--- src/rtl/ctrl_pkg.sv ---
// Shared control-path definitions for the EX-stage multiplier.
package ctrl_pkg;

   localparam int unsigned DATA_WIDTH  = 32;
   localparam int unsigned MULT_CYCLES = DATA_WIDTH;

   typedef enum logic [1:0] {
      IDLE = 2'd0,
      BUSY = 2'd1,
      FIX  = 2'd2
   } mult_state_t;

endpackage

--- src/rtl/twos_negate.sv ---
// Conditional two's complement negate: o_out = i_neg ? -i_in : i_in.
module twos_negate #(
   parameter int unsigned W = 32
) (
   input  logic [W-1:0] i_in,
   input  logic         i_neg,
   output logic [W-1:0] o_out
);

   // Invert-and-increment only when negation is requested
   assign o_out = i_neg ? (~i_in + W'(1)) : i_in;

endmodule

--- src/rtl/mult_unit.sv ---
// Iterative shift-add multiplier with architectural HI/LO for the EX stage.
// Signed operands are reduced to magnitudes, multiplied unsigned, and the
// 2*WIDTH product is negated at the end when the operand signs differ.
module mult_unit
   import ctrl_pkg::*;
#(
   parameter int unsigned WIDTH = DATA_WIDTH
) (
   input  logic             clk,
   input  logic             rst_n,
   input  logic             start_mult,
   input  logic             mult_sign,
   input  logic [WIDTH-1:0] op_a,
   input  logic [WIDTH-1:0] op_b,
   input  logic             hilo_read,
   output logic [WIDTH-1:0] hi,
   output logic [WIDTH-1:0] lo,
   output logic             busy,
   output logic             done,
   output logic             stall
);

   localparam int unsigned CNT_W = (WIDTH > 1) ? $clog2(WIDTH) : 1;
   localparam int unsigned PW    = 2 * WIDTH;

   mult_state_t      r_state;
   logic             r_neg;
   logic [WIDTH-1:0] r_mcand;
   logic [WIDTH-1:0] r_mplier;
   logic [PW-1:0]    r_acc;
   logic [CNT_W-1:0] r_count;
   logic [WIDTH-1:0] r_hi;
   logic [WIDTH-1:0] r_lo;
   logic             r_done;
   logic             r_busy;

   logic [WIDTH-1:0] w_mag_a;
   logic [WIDTH-1:0] w_mag_b;
   logic [PW-1:0]    w_mcand_ext;
   logic [PW-1:0]    w_addend;
   logic [PW-1:0]    w_prod;

   // Operand magnitudes; the most-negative value maps onto itself and is
   // then treated as an unsigned magnitude, which is exactly right
   twos_negate #(.W(WIDTH)) u_mag_a (
      .i_in  (op_a),
      .i_neg (mult_sign & op_a[WIDTH-1]),
      .o_out (w_mag_a)
   );

   twos_negate #(.W(WIDTH)) u_mag_b (
      .i_in  (op_b),
      .i_neg (mult_sign & op_b[WIDTH-1]),
      .o_out (w_mag_b)
   );

   // Sign fix-up of the full-width product
   twos_negate #(.W(PW)) u_fix (
      .i_in  (r_acc),
      .i_neg (r_neg),
      .o_out (w_prod)
   );

   // Partial product for the current step
   assign w_mcand_ext = PW'(r_mcand);
   assign w_addend    = w_mcand_ext << r_count;

   // Multiplier FSM, datapath and HI/LO commit
   always_ff @(posedge clk or negedge rst_n) begin
      if (!rst_n) begin
         r_state  <= IDLE;
         r_neg    <= 1'b0;
         r_mcand  <= '0;
         r_mplier <= '0;
         r_acc    <= '0;
         r_count  <= '0;
         r_hi     <= '0;
         r_lo     <= '0;
         r_done   <= 1'b0;
         r_busy   <= 1'b0;
      end else begin
         r_done <= 1'b0;
         case (r_state)
            IDLE: begin
               if (start_mult) begin
                  r_neg    <= mult_sign & (op_a[WIDTH-1] ^ op_b[WIDTH-1]);
                  r_mcand  <= w_mag_a;
                  r_mplier <= w_mag_b;
                  r_acc    <= '0;
                  r_count  <= '0;
                  r_busy   <= 1'b1;
                  r_state  <= BUSY;
               end
            end
            BUSY: begin
               if (r_mplier[0]) begin
                  r_acc <= r_acc + w_addend;
               end
               r_mplier <= r_mplier >> 1;
               r_count  <= r_count + CNT_W'(1);
               if (r_count == CNT_W'(WIDTH - 1)) begin
                  r_state <= FIX;
               end
            end
            FIX: begin
               r_hi    <= w_prod[PW-1:WIDTH];
               r_lo    <= w_prod[WIDTH-1:0];
               r_done  <= 1'b1;
               r_busy  <= 1'b0;
               r_state <= IDLE;
            end
            default: begin
               r_busy  <= 1'b0;
               r_state <= IDLE;
            end
         endcase
      end
   end

   assign hi   = r_hi;
   assign lo   = r_lo;
   assign busy = r_busy;
   assign done = r_done;

   // Hold the pipeline only when the EX instruction depends on HI/LO
   assign stall = r_busy & (start_mult | hilo_read);

endmodule
--- config.mk ---
export PLATFORM = sky130hd
export DESIGN_NAME = mult_unit
export DESIGN_NICKNAME = d
export VERILOG_FILES = /design/src/rtl/ctrl_pkg.sv /design/src/rtl/twos_negate.sv /design/src/rtl/mult_unit.sv
export SDC_FILE = /design/constraint.sdc
export NUM_CORES = 1
export LEC_CHECK = 0
export CAP_MARGIN = 20
export CORE_ASPECT_RATIO = 0.6
export CORE_MARGIN = 1
export CORE_UTILIZATION = 35
export CTS_CLUSTER_DIAMETER = 50
export CTS_CLUSTER_SIZE = 12
export DETAILED_ROUTE_END_ITERATION = 12
export SKIP_LAST_GASP = 1
export SLEW_MARGIN = 20
export SYNTH_ARGS = -nofsm -noshare
export SYNTH_HDL_FRONTEND = slang
export SYNTH_SLANG_ARGS = --single-unit
--- constraint.sdc ---
create_clock -name clk -period 8 [get_ports clk]
set_input_delay 1.2 -clock clk [delete_from_list [all_inputs] [get_ports clk]]
set_output_delay 1.2 -clock clk [all_outputs]
set_load 0.005 [all_outputs]
==> results by stage, run 1 <==
Run status:
- The flow ran to the end, but the final reports show violations.
- The final reports fail on DRC.

Flow run:
- The number of max-cap violations is 0.

Timing:
- The slack of the critical path is around 2.4 ns.
- The final-report setup violation count is 0.
- Setup repair after global routing left no endpoint under its margin.
- At the pin with the least slew margin, the transition time is around 1.0 ns.
- The clock period minus final worst setup slack is roughly 5.6 ns.
- On the final layout, the worst hold slack is 0.476 ns.
- The final critical path takes up 70.5% of the cycle.
- The hold violation count in the final report is 0.
- Timing would allow up to 0.177 GHz.
- Measured against its own limit, the worst slew margin works out to 32.9%.
- The setup clock skew after layout is 0.0172 ns.
- The final count of pins violating max slew is 0.
- The setup TNS is 0 ns.

Min path:
- The class of the most critical hold timing path is flip-flop to flip-flop.

Cells and area:
- The layout overhead on the synthesized area is 16.6%.
- The utilization after layout is 41.7%.
- In the final layout, the multi-input gates occupy 0.0100 mm².
- The register area is 0.00506 mm².
- The finished layout holds between 2k and 3k standard cells, fillers aside.
- The fraction of final layout cells with drive strength greater than 1 is 6.48%.
- After filler insertion, the fill cell instance count of the layout stands at 4,356.
- The number of antenna diodes in the final layout is 0.
- The net count of the finished layout is roughly 2.1k.
- The post-route cell area is 0.0182 mm².

Place:
- The half-perimeter wire length after placement is 39,300 µm.
- The number of I/O port buffers is 135.
- The worst slack after detailed placement is 2.51 ns.
- Routability-driven placement finished with a final weighted congestion of 0.992.
- After detailed placement, the total cell area comes to 0.0174 mm².
- The number of placed cells counting well taps is 2,515.

Power:
- For this design the ratio of total power to cell area is 469 mW/mm².
- IR analysis of the VDD net gives a maximum drop of 0.192 mV.
- The overall power consumption is 8.52 mW.
- The analysis attributes to cell leakage a power of around 7.5 nW.

Logic synthesis:
- The netlist uses 69 different library cells.
- In the post-synthesis netlist, the biggest area contributors are dfrtp_1, o21ai_0, nand2_1.
- The synthesized area divided by synthesized cell count is 8.23 µm².
- The fraction of synthesized cell area taken by the top area cell type is between 30 and 40%.
- In the synthesized netlist the async set-or-reset flop fraction comes to 100%.
- The number of warnings printed during yosys synthesis is 0.
- The share of the Yosys chip area taken by registers is about 32%.
- After synthesis the netlist holds a flip-flop and latch count of 202.
- The combined area of all synthesized cells is approximately 0.016 mm².
- The synthesized netlist net count is 2,031.
- For this run, the leading register cell type out of synthesis is dfrtp_1.
- The synthesized design contains 0 enable-type register cells.
- The biggest area contributor in the post-synthesis netlist is dfrtp_1.
- The number of instances in the synthesized netlist is between 1.5k and 2k.

Clock network:
- CTS saw 202 sinks.
- The number of post-CTS setup repair buffers is 0.
- The CTS buffer count is 25.
- Clock-pin slew was measured on the worst setup and hold paths at ~0.06 ns.
- The count of cells resized by post-cts repair is 0.
- The deepest clock path buffer count is 3.
- The CTS tree is built.
- CTS built an H-tree with a depth of 1.
- The number of buffers inserted for hold repair after clock tree synthesis is 0.
- The buffer type at the clock tree root is clkbuf_16.
- The clock reaches the later pin of the worst-skew pair after 0.54 ns.

Global routing:
- The global-route wire length before repair is 78,400 µm.
- The pin count of the biggest net entering global routing is 112.
- The initial antenna violation count is 0.
- For this run, the total global-route usage over all layers was measured as 22.2%.
- The via count of the first global-routing pass is 13.2k.
- The overall overflow remaining after global route is 0.

Worst setup path:
- By startpoint and endpoint, the worst setup path is classified as flip-flop to flip-flop.
- The required time reported for the critical path endpoint is 8.42 ns.
- Along the worst path, the maximum fanout reaches 43.
- The category of the worst setup path launch point is a flip-flop.
- The worst setup path is captured at a flip-flop.
- At the worst endpoint, the arrival time is roughly 6 ns.

Drt:
- The violation count after the first detailed-route iteration is between 1k and 1.5k.
- After detailed routing, the number of remaining DRC violations is 8.
- Using the TritonRoute via totals, the vias-per-cell ratio works out to 5.68.
- The number of vias in the routed layout is 14.5k.
- After detailed routing, the total wire length is approximately 51,000 µm.
- The pre-antenna-repair detailed-routing pass consisted of 12 iterations.
- In this run the remaining antenna-violating nets after routing total 0.
- The wire length per cell is 19.8 µm.

Floorplan:
- The die span in y is 165 µm.
- The number of placement rows is 59.
- The total die area is 0.0454 mm².
- The core area is around 0.044 mm².
- The starting density of the core is between 30% and 40%.
- The total I/O pin count is around 140.
- The die is 274 µm wide.
## layout by cell type (no fill, tap or decap), types with 4 or more instances in the layout
master           count
a21boi_0             9
a21o_1              22
a21oi_1            118
a22o_1               6
a22oi_1             22
a31oi_1             15
and2_1              13
and3_1              11
buf_4               15
clkbuf_16           25
clkdlybuf4s50_1    134
dfrtp_1            199
ha_1                68
inv_1               33
inv_6                4
mux2_2              23
mux2i_1             44
mux4_2              20
nand2_1            298
nand2b_1             6
nand3_1             28
nand4_1             24
nor2_1             112
nor2b_1             15
nor3_1              27
nor4_1              13
o211ai_1             5
o21a_1               9
o21ai_0            260
o21ai_1              8
o21bai_1             7
o22ai_1             36
o31ai_1             39
o41ai_1             17
or2_2               10
or3_1               25
or4_1               12
or4_4                4
xnor2_1             57
xor2_1             116
## worst paths after layout
path	start	end	slack (ns)	cells after the start
max in group asynchronous	rst_n	r_count[2]	6.15	2
setup reg to reg	r_count[0]	r_acc[42]	2.36	13
hold reg to reg	lo[27]	lo[27]	0.48	2
hold / removal	lo[27]	lo[27]	0.48	2
min in group asynchronous	rst_n	lo[29]	0.76	1
setup / recovery	r_count[0]	r_acc[42]	2.36	13
## layer usage
| metal | GRT usage, % | vias up | wire [µm] |
|---|---|---|---|
| met5 | 0 | - | 0 |
| met1 | 37.1 | 6946 | 27400 |
| li1 | - | 7025 | - |
| met2 | 27.6 | 514 | 18100 |
| met3 | 5.67 | 34 | 4450 |
| met4 | 2.63 | 0 | 516 |
## cell families after synthesis
family	count (synthesis)	share of synthesized area, %
muxes	87	7.38
DFF	202	32.4
and+or+nand+nor	612	17.9
xor gates and xnor gates	173	9.72
AOI/OAI and AO/OA	609	23.5
buffers and inverters	141	3.44
adders and majority gates	69	5.59
## final cells by class
| cell class | count | share of cell area (%) |
|---|---|---|
| multi-input combinational | 1550 | 55.1 |
| sequential | 202 | 27.8 |
| timing repair buffer | 151 | 8.19 |
| tap | 579 | 3.99 |
| clock buffer | 27 | 3.48 |
| clock inverter | 12 | 0.730 |
| inverter | 33 | 0.682 |
## cell usage after synthesis, drive strengths merged, types with 11 or more instances
library cell and number:
nor3 27, nand4 24, a21o 23, mux2i 44
clkbuf 98, dfrtp 202, ha 68, inv 33
and2 13, xor2 116, nand3 29, o21ai 269
mux2 23, o31ai 39, o41ai 21, xnor2 57
nand2 299, a22oi 22, nor4 13, a21oi 118
and3 11, nor2b 15, or2 11, a31oi 15
or4 16, or3 26, nor2 112, o22ai 36
mux4 20
## registers in the layout, summed over array words and instances (netlist names)
register	cells
busy	1
done	1
hi	32
lo	32
r_acc	64
r_count	5
r_mcand	32
r_mplier	32
r_neg	1
r_state	2
## worst max-delay path, stage by stage (launching register included)
cell	delay (ns)
dfrtp_2	1.03
mux4_2	0.65
mux2i_1	0.32
mux2_2	0.26
nor2_1	0.06
ha_1	0.41
a21oi_1	0.26
o21ai_0	0.18
or3_1	0.47
a21boi_0	0.54
o21ai_0	0.34
a41oi_1	0.50
o21ai_0	0.18
a221o_1	0.31
## power by group
group          internal, mW  total, mW  switching [mW]
logic                  2.10       5.48            3.38
registers              1.35       1.95           0.593
clock network         0.635       1.09           0.459
(Power assumes the default switching activity.)
==> inputs of run 2 (changes only) <==
- clock period: 8 -> 4.9 ns (I/O delays scaled with it)
==> run 2 against run 1 <==
The flow still finishes with violations (DRC); non-clock buffer count increased by 37; largest power group unchanged; global-route usage increased by 0.33 points; sequential power increased by 55%; combinational power increased by 76%; register-to-register slack got worse by 2.1 ns; clock power increased by 62%; critical endpoint is now r_acc[32]; largest cell class unchanged; design area increased by 1.7%; via count increased by 2.2%; setup slack got worse by 2.1 ns; wire length increased by 1.8%; maximum frequency increased by 21%.
==> results by stage, run 2 (same netlist as run 1, synthesis figures left out) <==
Run status:
- Run status: complete, but fails checks (unchanged).
- Violated checks: DRC (unchanged).

Cells and area:
- The top register by number of flip-flops is r_acc (unchanged).
- The number of diodes was 0 (unchanged).
- The post-route cell area is 0.0185 mm² (was 0.0182 mm²).
- Highest-count cells in the layout ignoring fill and taps: nand2_1, o21ai_0, dfrtp_1 (unchanged).
- The number of flip-flops under the largest register name is 64 (unchanged).
- The fraction of final layout cells with drive strength greater than 1 was 8.34% (was 6.48%).
- The count of filler cells inserted in the layout is 4,357 (was 4,356).
- The final net count is 2,138 (was 2,101).
- The layout overhead on the synthesized area is 18.6% (was 16.6%).
- The most frequent standard cell in the layout excluding fill and tap cells was nand2_1 (unchanged).

Timing:
- The final worst-path cycle share is 95.1% (was 70.5%).
- The final-report setup violation count was 0 (unchanged).
- The final count of pins violating max slew was 0 (unchanged).
- The setup clock skew after layout was 0.0210 ns (was 0.0172 ns).
- RSZ-0062 raised after global routing: no (unchanged).
- The relative slew slack is 28.0% (was 32.9%).
- The transition at the pin with the smallest max-transition slack is 1.08 ns (was 1.01 ns).
- The maximum frequency from static timing analysis came to 0.215 GHz (was 0.177 GHz).
- The setup TNS was 0 ns (unchanged).
- The hold violation count in the final report was 0 (unchanged).
- The clock period minus final worst setup slack is 4.66 ns (was 5.64 ns).

Drt:
- The remaining routing DRC violations is 8 (unchanged).
- The number of vias in the routed layout was 14.8k (was 14.5k).
- The post-detailed-route via-to-cell ratio is 5.72 (was 5.68).
- The number of detailed-route iterations in the first pass is 10 (was 12).
- The number of nets with antenna violations after detailed routing is 0 (unchanged).
- The wire length per cell is 19.8 µm (about the same).
- The violation count after the first detailed-route iteration is 1,405 (was 1,406).
- The final wirelength is 51,400 µm (was 50,500 µm).

Clock network:
- The CTS buffer count is 25 (unchanged).
- The clock latency on the worst-skew pair is 0.55 ns (was 0.54 ns).
- The clock sink count is 202 (unchanged).
- The CTS tree was built (unchanged).
- The deepest clock path buffer count was 3 (unchanged).
- The buffer type at the clock tree root is clkbuf_16 (unchanged).
- The number of buffers inserted for hold repair after clock tree synthesis came to 0 (unchanged).
- The clock-pin slew on the worst setup and hold paths is 0.06 ns (about the same).
- The depth of the CTS H-tree is 1 (unchanged).

Floorplan:
- The starting density of the core is 35.7% (unchanged).
- The number of placement rows was 59 (unchanged).
- The die span in y is 165 µm (unchanged).
- The total I/O pin count is 136 (unchanged).
- The total die area was 0.0454 mm² (unchanged).
- The horizontal die dimension is 274 µm (unchanged).
- The core area was 0.0436 mm² (unchanged).

Worst setup path:
- The worst path arrival time is 5.04 ns (was 6.06 ns).
- The launch instance of the worst register-to-register path is r_count[0] (unchanged).
- The category of the worst setup path launch point was a flip-flop (unchanged).
- The largest fanout on the critical path is 43 (unchanged).
- The kind of end point of the critical path is a flip-flop (unchanged).
- The path depth of the worst reg2reg path was 16 (was 13).
- The capture point of the critical path was r_acc[32] (was r_acc[42]).
- The endpoint of the worst register-to-register path is r_acc[32] (was r_acc[42]).
- The class of the most critical setup path was flip-flop to flip-flop (unchanged).
- The start point of the critical path is r_count[0] (unchanged).
- The required time reported for the critical path endpoint came to 5.28 ns (was 8.42 ns).
- The register-to-register path setup slack is 0.24 ns (was 2.36 ns).

Place:
- The instance area after placement is 0.0177 mm² (was 0.0174 mm²).
- The half-perimeter wire length after placement is 40,400 µm (was 39,300 µm).
- The final weighted congestion in routability-driven placement came to 1.02 (was 0.992).
- The number of I/O port buffers is 135 (unchanged).

Global routing:
- The total global-route track usage is 22.5% (was 22.2%).
- The pin count of the biggest net entering global routing came to 102 (was 112).
- The initial antenna violation count is 1 (was 0).
- The via count of the first global-routing pass came to 13.3k (was 13.2k).
- The overall overflow remaining after global route is 0 (unchanged).
- The global-route wire length before repair is 79,700 µm (was 78,400 µm).

Power:
- The static power due to leakage is 7.64 nW (was 7.45 nW).
- The ratio of total power to cell area is 780 mW/mm² (was 469 mW/mm²).
- The overall power consumption was 14.4 mW (was 8.52 mW).
- The maximum VDD drop is 0.408 mV (was 0.192 mV).

Flow run:
- The number of max-cap violations came to 0 (unchanged).

Min path:
- The class of the most critical hold timing path is input pin to asynchronous set/reset pin (was flip-flop to flip-flop).
==> run 2: cell types whose count changed in the layout (fill, tap and decap cells not counted), sizes merged <==
cell	previous run	this run
inv	37	38
buf	16	53
clkbuf	28	32
bufinv	2	1
clkinv	3	4
clkinvlp	3	0
==> run 2: cell type report <==
class                      count  area (µm²)  share of cell area (%)
clock buffer                  31         658                    3.56
clock inverter                10         105                   0.569
inverter                      33         124                   0.670
multi-input combinational   1550       10000                    54.3
sequential                   202        5060                    27.4
tap                          579         724                    3.92
timing repair buffer         188        1780                    9.62
==> run 2: per-stage QoR <==
stage	worst slack (ns)	util [%]	hold WS (ns)	std cells
2_1_floorplan	0.268	-	0.439	1893
3_3_place_gp	0.233	40.5	0.460	2551
3_5_place_dp	0.202	40.5	0.472	2551
4_1_cts	0.175	42.3	0.330	2592
5_1_grt	0.0334	42.4	0.366	2593
6_report	0.239	42.4	0.287	2593
==> run 2: worst min-delay path by stage <==
| stage | endpoint | cells past startpoint |
|---|---|---|
| finish | lo[15] | 1 |
| global route | lo[15] | 1 |
| CTS | lo[15] | 1 |
| detailed placement | lo[29] | 2 |
| global placement | lo[8] | 2 |
| floorplan | busy | 0 |
==> run 2: timing repair <==
| item | CTS | global route |
|---|---|---|
| resized for setup | 0 | 4 |
| setup endpoints to repair | 0 | 7 |
| buffers inserted | 0 | 1 |
| hold endpoints to repair | 0 | 0 |
==> run 2: report_power, final <==
part,leakage (nW),switching [mW],internal (mW),total [mW]
clock,0.378,0.757,1.01,1.77
sequential,2.65,0.807,2.21,3.02
combinational,4.61,5.91,3.72,9.63
total,7.64,7.47,6.95,14.4
==> run 2: critical path: stages (launching register included) <==
cell      delay, ns
dfrtp_2        0.37
buf_12         0.25
mux4_2         0.58
mux2i_1        0.27
nand2_1        0.09
nand2_1        0.13
o22ai_1        0.15
ha_1           0.49
nand2_1        0.18
or4_1          0.60
nor3_1         0.19
o21ai_0        0.22
a31oi_2        0.34
nor2_1         0.11
o221ai_1       0.21
xnor2_1        0.18
o21ai_0        0.12
==> run 2: routing by layer <==
layer	vias up	GRT usage, %	routed length (µm)
li1	7102	-	-
met1	7090	38.6	27900
met2	603	27.6	18400
met3	39	4.48	4620
met4	0	2.80	503
met5	-	0	0
